File: src/rtl/bs_host_if_pkg.sv
// Shared register map, status field positions and FSM states for the Black-Scholes host bridge.
package bs_pkg;

    localparam logic [2:0] ADDR_CTRL   = 3'd0;
    localparam logic [2:0] ADDR_STAT   = 3'd1;
    localparam logic [2:0] ADDR_K      = 3'd2;
    localparam logic [2:0] ADDR_C1     = 3'd3;
    localparam logic [2:0] ADDR_C2     = 3'd4;
    localparam logic [2:0] ADDR_C3     = 3'd5;
    localparam logic [2:0] ADDR_RESULT = 3'd6;
    localparam logic [2:0] ADDR_CYCLES = 3'd7;

    localparam int CTRL_START   = 0;
    localparam int CTRL_IRQ_CLR = 1;

    localparam int STAT_BUSY     = 0;
    localparam int STAT_DONE     = 1;
    localparam int STAT_TIMEOUT  = 2;
    localparam int STAT_PERR     = 3;
    localparam int STAT_LAST_LSB = 4;
    localparam int STAT_LAST_MSB = 8;
    localparam int STAT_W        = STAT_LAST_MSB + 1;

    localparam int ST_BUSY    = 0;
    localparam int ST_DONE    = 1;
    localparam int ST_ERR_LSB = 2;
    localparam int ST_ERR_MSB = 4;

    typedef enum logic [2:0] {
        IDLE = 3'd0,
        REQ  = 3'd1,
        WAIT = 3'd2,
        CAP  = 3'd3,
        DONE = 3'd4
    } state_e;

endpackage

File: src/rtl/bs_host_if_if.sv
// Host bus and processor operand/result bundles; the bridge is the bus slave and the processor master.
interface bs_bus_if;
    logic [2:0]  bus_addr;
    logic        bus_wr;
    logic [31:0] bus_wdata;
    logic        bus_rd;
    logic [31:0] bus_rdata;

    modport master (output bus_addr, bus_wr, bus_wdata, bus_rd, input bus_rdata);
    modport slave  (input bus_addr, bus_wr, bus_wdata, bus_rd, output bus_rdata);
endinterface

interface bs_proc_if;
    logic [31:0] constK;
    logic [31:0] const1;
    logic [31:0] const2;
    logic [31:0] const3;
    logic        req;
    logic [4:0]  status;
    logic [31:0] dout;

    modport master (output constK, const1, const2, const3, req, input status, dout);
    modport slave  (input constK, const1, const2, const3, req, output status, dout);
endinterface

File: src/rtl/bs_host_if_regs.sv
// Bus decode, operand registers and registered read mux for the host bridge.
// Latency: writes land on the strobe edge, read data valid the cycle after bus_rd.
// Backpressure: none; operand writes are dropped while a transaction is busy.
module bs_host_regs
    import bs_pkg::*;
#(
    parameter int CNT_W = 16
) (
    input  logic              clk,
    input  logic              nreset,
    bs_bus_if.slave           bus,
    input  logic              busy_i,
    input  logic [STAT_W-1:0] stat_i,
    input  logic [31:0]       result_i,
    input  logic [CNT_W-1:0]  cycles_i,
    output logic              start_o,
    output logic              irq_clr_o,
    output logic [31:0]       k_o,
    output logic [31:0]       c1_o,
    output logic [31:0]       c2_o,
    output logic [31:0]       c3_o
);

    logic [31:0] k_q, c1_q, c2_q, c3_q;
    logic [31:0] rdata_q, rd_mux;
    logic        wr_ctrl, wr_op;

    assign wr_ctrl   = bus.bus_wr && (bus.bus_addr == ADDR_CTRL);
    assign start_o   = wr_ctrl && bus.bus_wdata[CTRL_START];
    assign irq_clr_o = wr_ctrl && bus.bus_wdata[CTRL_IRQ_CLR];

    // Operands freeze during a transaction so the processor never sees them move.
    assign wr_op = bus.bus_wr && !busy_i;

    always_ff @(posedge clk or negedge nreset) begin
        if (!nreset) begin
            k_q  <= '0;
            c1_q <= '0;
            c2_q <= '0;
            c3_q <= '0;
        end else if (wr_op) begin
            case (bus.bus_addr)
                ADDR_K:  k_q  <= bus.bus_wdata;
                ADDR_C1: c1_q <= bus.bus_wdata;
                ADDR_C2: c2_q <= bus.bus_wdata;
                ADDR_C3: c3_q <= bus.bus_wdata;
                default: ;
            endcase
        end
    end

    always_comb begin
        rd_mux = '0;
        case (bus.bus_addr)
            ADDR_STAT:   rd_mux = 32'(stat_i);
            ADDR_K:      rd_mux = k_q;
            ADDR_C1:     rd_mux = c1_q;
            ADDR_C2:     rd_mux = c2_q;
            ADDR_C3:     rd_mux = c3_q;
            ADDR_RESULT: rd_mux = result_i;
            ADDR_CYCLES: rd_mux = 32'(cycles_i);
            default:     rd_mux = '0;
        endcase
    end

    // Sampling before any same-cycle write lands gives read-before-write ordering.
    always_ff @(posedge clk or negedge nreset) begin
        if (!nreset) begin
            rdata_q <= '0;
        end else if (bus.bus_rd) begin
            rdata_q <= rd_mux;
        end
    end

    assign bus.bus_rdata = rdata_q;
    assign k_o  = k_q;
    assign c1_o = c1_q;
    assign c2_o = c2_q;
    assign c3_o = c3_q;

endmodule

File: src/rtl/bs_host_if.sv
// Host bridge driving the Black-Scholes processor request and capturing its result; BS_HOST_IRQ_EN enables irq.
// Latency: req one cycle after START, done in STAT two cycles after processor done is seen.
// Backpressure: none; START and operand writes are ignored while busy, WAIT aborts after TIMEOUT_CYCLES.
module bs_host_if
    import bs_pkg::*;
#(
    parameter int TIMEOUT_CYCLES = 10000,
    parameter int CNT_W          = 16
) (
    input  logic       clk,
    input  logic       nreset,
    bs_bus_if.slave    bus,
    bs_proc_if.master  proc,
    output logic       irq
);

    localparam logic [CNT_W-1:0] CYC_LAST = CNT_W'(TIMEOUT_CYCLES - 1);

    state_e              state_q, state_d;
    logic [CNT_W-1:0]    cycles_q;
    logic [31:0]         result_q;
    logic [4:0]          last_st_q;
    logic                done_q, timeout_q, perr_q;
    logic                busy, start, irq_clr, enter_done;
    logic [STAT_W-1:0]   stat;

    bs_host_regs #(.CNT_W(CNT_W)) u_regs (
        .clk       (clk),
        .nreset    (nreset),
        .bus       (bus),
        .busy_i    (busy),
        .stat_i    (stat),
        .result_i  (result_q),
        .cycles_i  (cycles_q),
        .start_o   (start),
        .irq_clr_o (irq_clr),
        .k_o       (proc.constK),
        .c1_o      (proc.const1),
        .c2_o      (proc.const2),
        .c3_o      (proc.const3)
    );

    always_ff @(posedge clk or negedge nreset) begin
        if (!nreset) begin
            state_q <= IDLE;
        end else begin
            state_q <= state_d;
        end
    end

    always_comb begin
        state_d = state_q;
        case (state_q)
            IDLE: if (start) state_d = REQ;
            REQ:  state_d = WAIT;
            WAIT: begin
                if (proc.status[ST_DONE]) begin
                    state_d = CAP;
                end else if (cycles_q >= CYC_LAST) begin
                    state_d = DONE;
                end
            end
            CAP:     state_d = DONE;
            DONE:    state_d = IDLE;
            default: state_d = IDLE;
        endcase
    end

    assign busy       = (state_q == REQ) || (state_q == WAIT) || (state_q == CAP);
    assign enter_done = (state_d == DONE) && (state_q != DONE);
    assign proc.req   = (state_q == REQ);

    // CYCLES is the number of cycles spent in WAIT, including the one that leaves it.
    always_ff @(posedge clk or negedge nreset) begin
        if (!nreset) begin
            cycles_q  <= '0;
            result_q  <= '0;
            last_st_q <= '0;
            done_q    <= 1'b0;
            timeout_q <= 1'b0;
            perr_q    <= 1'b0;
        end else begin
            if (state_q == IDLE && start) begin
                cycles_q  <= '0;
                done_q    <= 1'b0;
                timeout_q <= 1'b0;
                perr_q    <= 1'b0;
            end
            if (state_q == WAIT && cycles_q != '1) begin
                cycles_q <= cycles_q + CNT_W'(1);
            end
            if (state_q == WAIT && state_d == DONE) begin
                timeout_q <= 1'b1;
            end
            if (state_q == CAP) begin
                result_q  <= proc.dout;
                perr_q    <= |proc.status[ST_ERR_MSB:ST_ERR_LSB];
                last_st_q <= proc.status;
            end
            if (enter_done) begin
                done_q <= 1'b1;
            end
        end
    end

    always_comb begin
        stat = '0;
        stat[STAT_BUSY]                     = busy;
        stat[STAT_DONE]                     = done_q;
        stat[STAT_TIMEOUT]                  = timeout_q;
        stat[STAT_PERR]                     = perr_q;
        stat[STAT_LAST_MSB:STAT_LAST_LSB]   = last_st_q;
    end

`ifdef BS_HOST_IRQ_EN
    logic irq_q;

    // A completion arriving alongside a clear must not be lost, so set wins.
    always_ff @(posedge clk or negedge nreset) begin
        if (!nreset) begin
            irq_q <= 1'b0;
        end else if (enter_done) begin
            irq_q <= 1'b1;
        end else if (irq_clr) begin
            irq_q <= 1'b0;
        end
    end

    assign irq = irq_q;
`else
    logic unused_irq_clr;
    assign unused_irq_clr = irq_clr;
    assign irq = 1'b0;
`endif

endmodule

File: src/flat_wrapper.sv
// flat-port wrapper written by rule: the top's interface ports become plain ports
module bs_host_if_flat import bs_pkg::*;
#(
    parameter int TIMEOUT_CYCLES = 10000,
    parameter int CNT_W          = 16
)
  (clk, nreset, irq, bus_bus_addr, bus_bus_wr, bus_bus_wdata, bus_bus_rd, bus_bus_rdata, proc_constK, proc_const1, proc_const2, proc_const3, proc_req, proc_status, proc_dout);
  bs_bus_if bus_i ();
  bs_proc_if proc_i ();
  input  logic clk;
  input  logic nreset;
  output logic irq;
  input wire logic [$bits(bus_i.bus_addr)-1:0] bus_bus_addr;
  input wire logic [$bits(bus_i.bus_wr)-1:0] bus_bus_wr;
  input wire logic [$bits(bus_i.bus_wdata)-1:0] bus_bus_wdata;
  input wire logic [$bits(bus_i.bus_rd)-1:0] bus_bus_rd;
  output wire logic [$bits(bus_i.bus_rdata)-1:0] bus_bus_rdata;
  output wire logic [$bits(proc_i.constK)-1:0] proc_constK;
  output wire logic [$bits(proc_i.const1)-1:0] proc_const1;
  output wire logic [$bits(proc_i.const2)-1:0] proc_const2;
  output wire logic [$bits(proc_i.const3)-1:0] proc_const3;
  output wire logic [$bits(proc_i.req)-1:0] proc_req;
  input wire logic [$bits(proc_i.status)-1:0] proc_status;
  input wire logic [$bits(proc_i.dout)-1:0] proc_dout;
  assign bus_i.bus_addr = bus_bus_addr;
  assign bus_i.bus_wr = bus_bus_wr;
  assign bus_i.bus_wdata = bus_bus_wdata;
  assign bus_i.bus_rd = bus_bus_rd;
  assign bus_bus_rdata = bus_i.bus_rdata;
  assign proc_constK = proc_i.constK;
  assign proc_const1 = proc_i.const1;
  assign proc_const2 = proc_i.const2;
  assign proc_const3 = proc_i.const3;
  assign proc_req = proc_i.req;
  assign proc_i.status = proc_status;
  assign proc_i.dout = proc_dout;
  bs_host_if #(.TIMEOUT_CYCLES(TIMEOUT_CYCLES), .CNT_W(CNT_W)) u_core (.clk(clk), .nreset(nreset), .bus(bus_i), .proc(proc_i), .irq(irq));
endmodule
File: config.mk
export PLATFORM = sky130hd
export DESIGN_NAME = bs_host_if_flat
export DESIGN_NICKNAME = d
export VERILOG_FILES = /design/src/rtl/bs_host_if_pkg.sv /design/src/rtl/bs_host_if_if.sv /design/src/rtl/bs_host_if_regs.sv /design/src/rtl/bs_host_if.sv /design/src/flat_wrapper.sv
export SDC_FILE = /design/constraint.sdc
export NUM_CORES = 1
export LEC_CHECK = 0
export ABC_AREA = 1
export CAP_MARGIN = 20
export CORE_UTILIZATION = 46
export DETAILED_ROUTE_END_ITERATION = 6
export PLACE_DENSITY = 0.77
export SETUP_SLACK_MARGIN = 0.3
export SYNTH_ARGS = -nofsm -noshare
export SYNTH_HDL_FRONTEND = slang
export SYNTH_SLANG_ARGS = --single-unit
export TNS_END_PERCENT = 1
File: constraint.sdc
create_clock -name clk -period 1.55 [get_ports clk]
set_input_delay 0.31 -clock clk [delete_from_list [all_inputs] [get_ports clk]]
set_output_delay 0.31 -clock clk [all_outputs]
set_load 0.02 [all_outputs]
==> run_results.csv <==
group,metric,value,unit
floorplanning,die_h,151,um
sta,fmax,635,MHz
logic_synthesis,async_flop_share,1.00,
detailed_routing,drt_iter0_markers,965,
grt,gr-usage-all-layers,0.309,
sta,fin_crit_sh,1.02,
detailed_routing,via_per_inst,5.45,
floorplanning,die_w,151,um
sta,min_period,1570,ps
detailed_routing,wl,35.4,mm
pwr,p_seq_frac,0.375,
logic_synthesis,synthesis.area,0.0103,mm^2
place,gp_congestion,0.961,
floorplanning,start_util,0.470,
logic_synthesis,ys_seq_area_frac,0.534,
place,io_buffers,236,
pwr,p_comb_frac,0.438,
grt,grt_pass1_vias,9981,
critical_path,cp.buffers_inverters,1,
critical_path,cp-start-kind,"flop",
sta,finalSetupViolCount,1,
sta,finalSetupTns,-24.1,ps
floorplanning,io_pins,238,
logic_synthesis,postSynthNetCount,1372,
critical_path,cp_cell_sequence,"nor3_1 -> buf_2",
grt,grt_overflow,0,
outcome,status,"complete, but fails checks",
logic_synthesis,syn_area_per_cell,7.92,um^2
logic_synthesis,netlist_instances,1295,
logic_synthesis,synth_simple_gate_area_frac,0.303,
detailed_routing,drc,2,
detailed_routing,antenna_left,0,
critical_path,slowest_stage,"dfrtp_1",
logic_synthesis,synth_edf_count,0,
pwr,clkPwrFrac,0.187,
clocking,clockBufferDepth,3,
pwr,p_sw,0.0117,W
final_layout,drive_gt1_frac,0.246,
place,dp.cells,1821,
logic_synthesis,synthAdderAreaFrac,0.00122,
critical_path,required,1240,ps
logic_synthesis,synth_compound_area_frac,0.0908,
pwr,max-vdd-ir-drop,1.26,mV
clocking,insertion_delay,540,ps
grt,grt_first_pass_wirelength,54.0,mm
logic_synthesis,ys.flop_type,"dfrtp_1",
critical_path,critPathMaxFanout,2,
logic_synthesis,synthMuxAreaShare,0,
final_layout,final_cell_mix,"nand2_1 (461), dfrtp_1 (211), buf_6 (168)",
logic_synthesis,ys_ff_latch,219,
floorplanning,die_area,0.0229,mm^2
detailed_routing,drt_pass1_iterations,7,
pwr,swShare,0.403,
floorplanning,core_area,0.0218,mm^2
sta,worst_slack,-24.1,ps
logic_synthesis,synth_top_family_by_area,"simple AND/OR/NAND/NOR gates",
critical_path,crit_arrival,1260,ps
logic_synthesis,ys_warn_count,0,
pwr,intPower,0.0174,W
grt,antenna_found_initial,0,
grt,grt_max_degree,42,
logic_synthesis,synthXorXnorAreaFrac,0.00171,
outcome,failed_checks,"DRC, setup timing",
final_layout,nets,1653,
sta,slew_viol_final,0,
floorplanning,row_count,54,
detailed_routing,num_vias,10200,
critical_path,crit_path_max_incr_delay,390,ps
sta,rsz0062_at_grt,"true",
clocking,clock_sink_count,219,
clocking,clk_pin_slew_worst_paths,60,ps
sta,finalHoldViolCount,0,
clocking,cts_tree,"yes",
pwr,p_leak,7.50,nW
critical_path,path_class,"reg2out",
final_layout,final_common_cell,"nand2_1",
clocking,h-tree-depth,1,
sta,fin_worst_skew,15.8,ps
clocking,root_buffer,"clkbuf_16",
logic_synthesis,ys_types,34,
clocking,cts_made_buffers,24,
critical_path,path_delay_family,"flip-flops",
final_layout,instances_no_fill,1873,
final_layout,area_delta_synth_final,45.6,%
hold_path,min_path_type,"in2async",
flow_run,drv_cap,0,
final_layout,antenna_cells,0,
critical_path,endpoint_kind,"primary output",
detailed_routing,avgRoutedWirePerCell,18.9,um
pwr,p_per_area,1950,mW/mm^2
place,post-dp-hpwl,24.9,mm
[synth_stat cells, types with 2 or more instances]
cell type,instances,share of area
inv_4,2,0.0012
nor2_2,2,0.0012
inv_1,87,0.032
nand2_2,2,0.0012
clkbuf_1,26,0.0095
buf_1,5,0.0018
buf_2,35,0.017
o21ai_4,2,0.0032
inv_2,4,0.0015
a21oi_1,4,0.0020
nor3_1,5,0.0024
nand3_4,3,0.0051
nand4_1,63,0.038
buf_4,6,0.0044
dfrtp_1,219,0.53
nor2_1,85,0.031
nand3_2,8,0.0078
o21ai_0,119,0.058
o21ai_1,55,0.027
nand2_1,488,0.18
xor2_1,2,0.0017
nand3_1,61,0.030
[cells by family (layout without fill, tap and decap cells)]
kind of cell    count (synthesis)  in the layout
other cells                     1              1
flops                         219            219
fa+ha+maj                       1              1
xor+xnor                        2              2
buf+inv                       167            465
simple gates                  724            724
compound gates                181            181
[power by group through the flow]
stage | sequential (W) | clock (W) | combinational [W]
global route | 0.0111 | 0.00574 | 0.0137
CTS | 0.0108 | 0.00551 | 0.0120
global placement | 0.0104 | 0 | 0.0112
floorplan | 0.0121 | 0 | 0.00356
detailed placement | 0.0104 | 0 | 0.0115
finish | 0.0109 | 0.00545 | 0.0127
[stage by stage]
stage	cell area (um^2)	worst slack (ps)	power (W)	hold slack, ps	utilization
global placement	13500	-133	0.0216	211	0.620
global route	14900	-69.0	0.0306	274	0.684
detailed placement	13500	-159	0.0219	214	0.620
floorplan	10300	192	0.0156	14.4	-
CTS	14600	-39.2	0.0283	247	0.669
finish	14900	-24.1	0.0291	250	0.684
[worst reg2reg max path: cells and delay by family, from the launching register on]
kind	cells	cell delay (ps)
buffers and inverters	3	490
and+or+nand+nor	2	200
AOI/OAI and AO/OA	2	340
DFF	1	390
[layer usage]
metal / part of all wire / track usage / vias up
met5: 0 / 0 / -
met4: 0.044 / 0.139 / 0
met3: 0.094 / 0.0636 / 105
met2: 0.46 / 0.486 / 535
met1: 0.40 / 0.411 / 4824
li1: - / - / 4739
[sequential cells by signal, indices dropped and copies added (netlist names)]
register,flops
u_core.perr_q,1
u_core.u_regs.k_o,32
u_core.u_regs.c1_o,32
u_core.last_st_q,5
u_core.timeout_q,1
u_core.u_regs.c2_o,32
u_core.u_regs.c3_o,32
u_core.cycles_q,16
u_core.state_q,3
u_core.u_regs.bus.bus_rdata,32
u_core.result_q,32
u_core.done_q,1
[worst paths after layout]
| check | slack [ps] | start | depth (start not counted) | to |
|---|---|---|---|---|
| max | -20 | u_core.state_q[2] | 2 | proc_req |
| min reg2reg | 480 | u_core.result_q[17] | 2 | u_core.result_q[17] |
| max reg2reg | 20 | u_core.state_q[0] | 7 | u_core.u_regs.c3_o[13] |
| max in group asynchronous | 680 | nreset | 3 | u_core.u_regs.c1_o[31] |
| min | 250 | nreset | 2 | u_core.u_regs.c1_o[3] |
| min in group clk | 320 | proc_dout[26] | 3 | u_core.result_q[26] |
[repair_timing]
action | CTS | global route
endpoints found under the setup margin | 351 | 356
gates cloned | 0 | 3
resized for setup | 996 | 101
hold buffers | 1 | 0
setup buffers | 3 | 2
pin swaps | 20 | 29
endpoints found under the hold margin | 124 | 0
[cell type report]
type                            count  area (um^2)
Fill cell                        1704         6890
Sequential cell                   219         5490
Multi-Input combinational cell    909         4350
Timing Repair Buffer              328         3610
Clock buffer                       37          699
Inverter                           94          368
Tap cell                          280          350
Clock inverter                      6         55.1
Power figures use the tool's default switching activity.
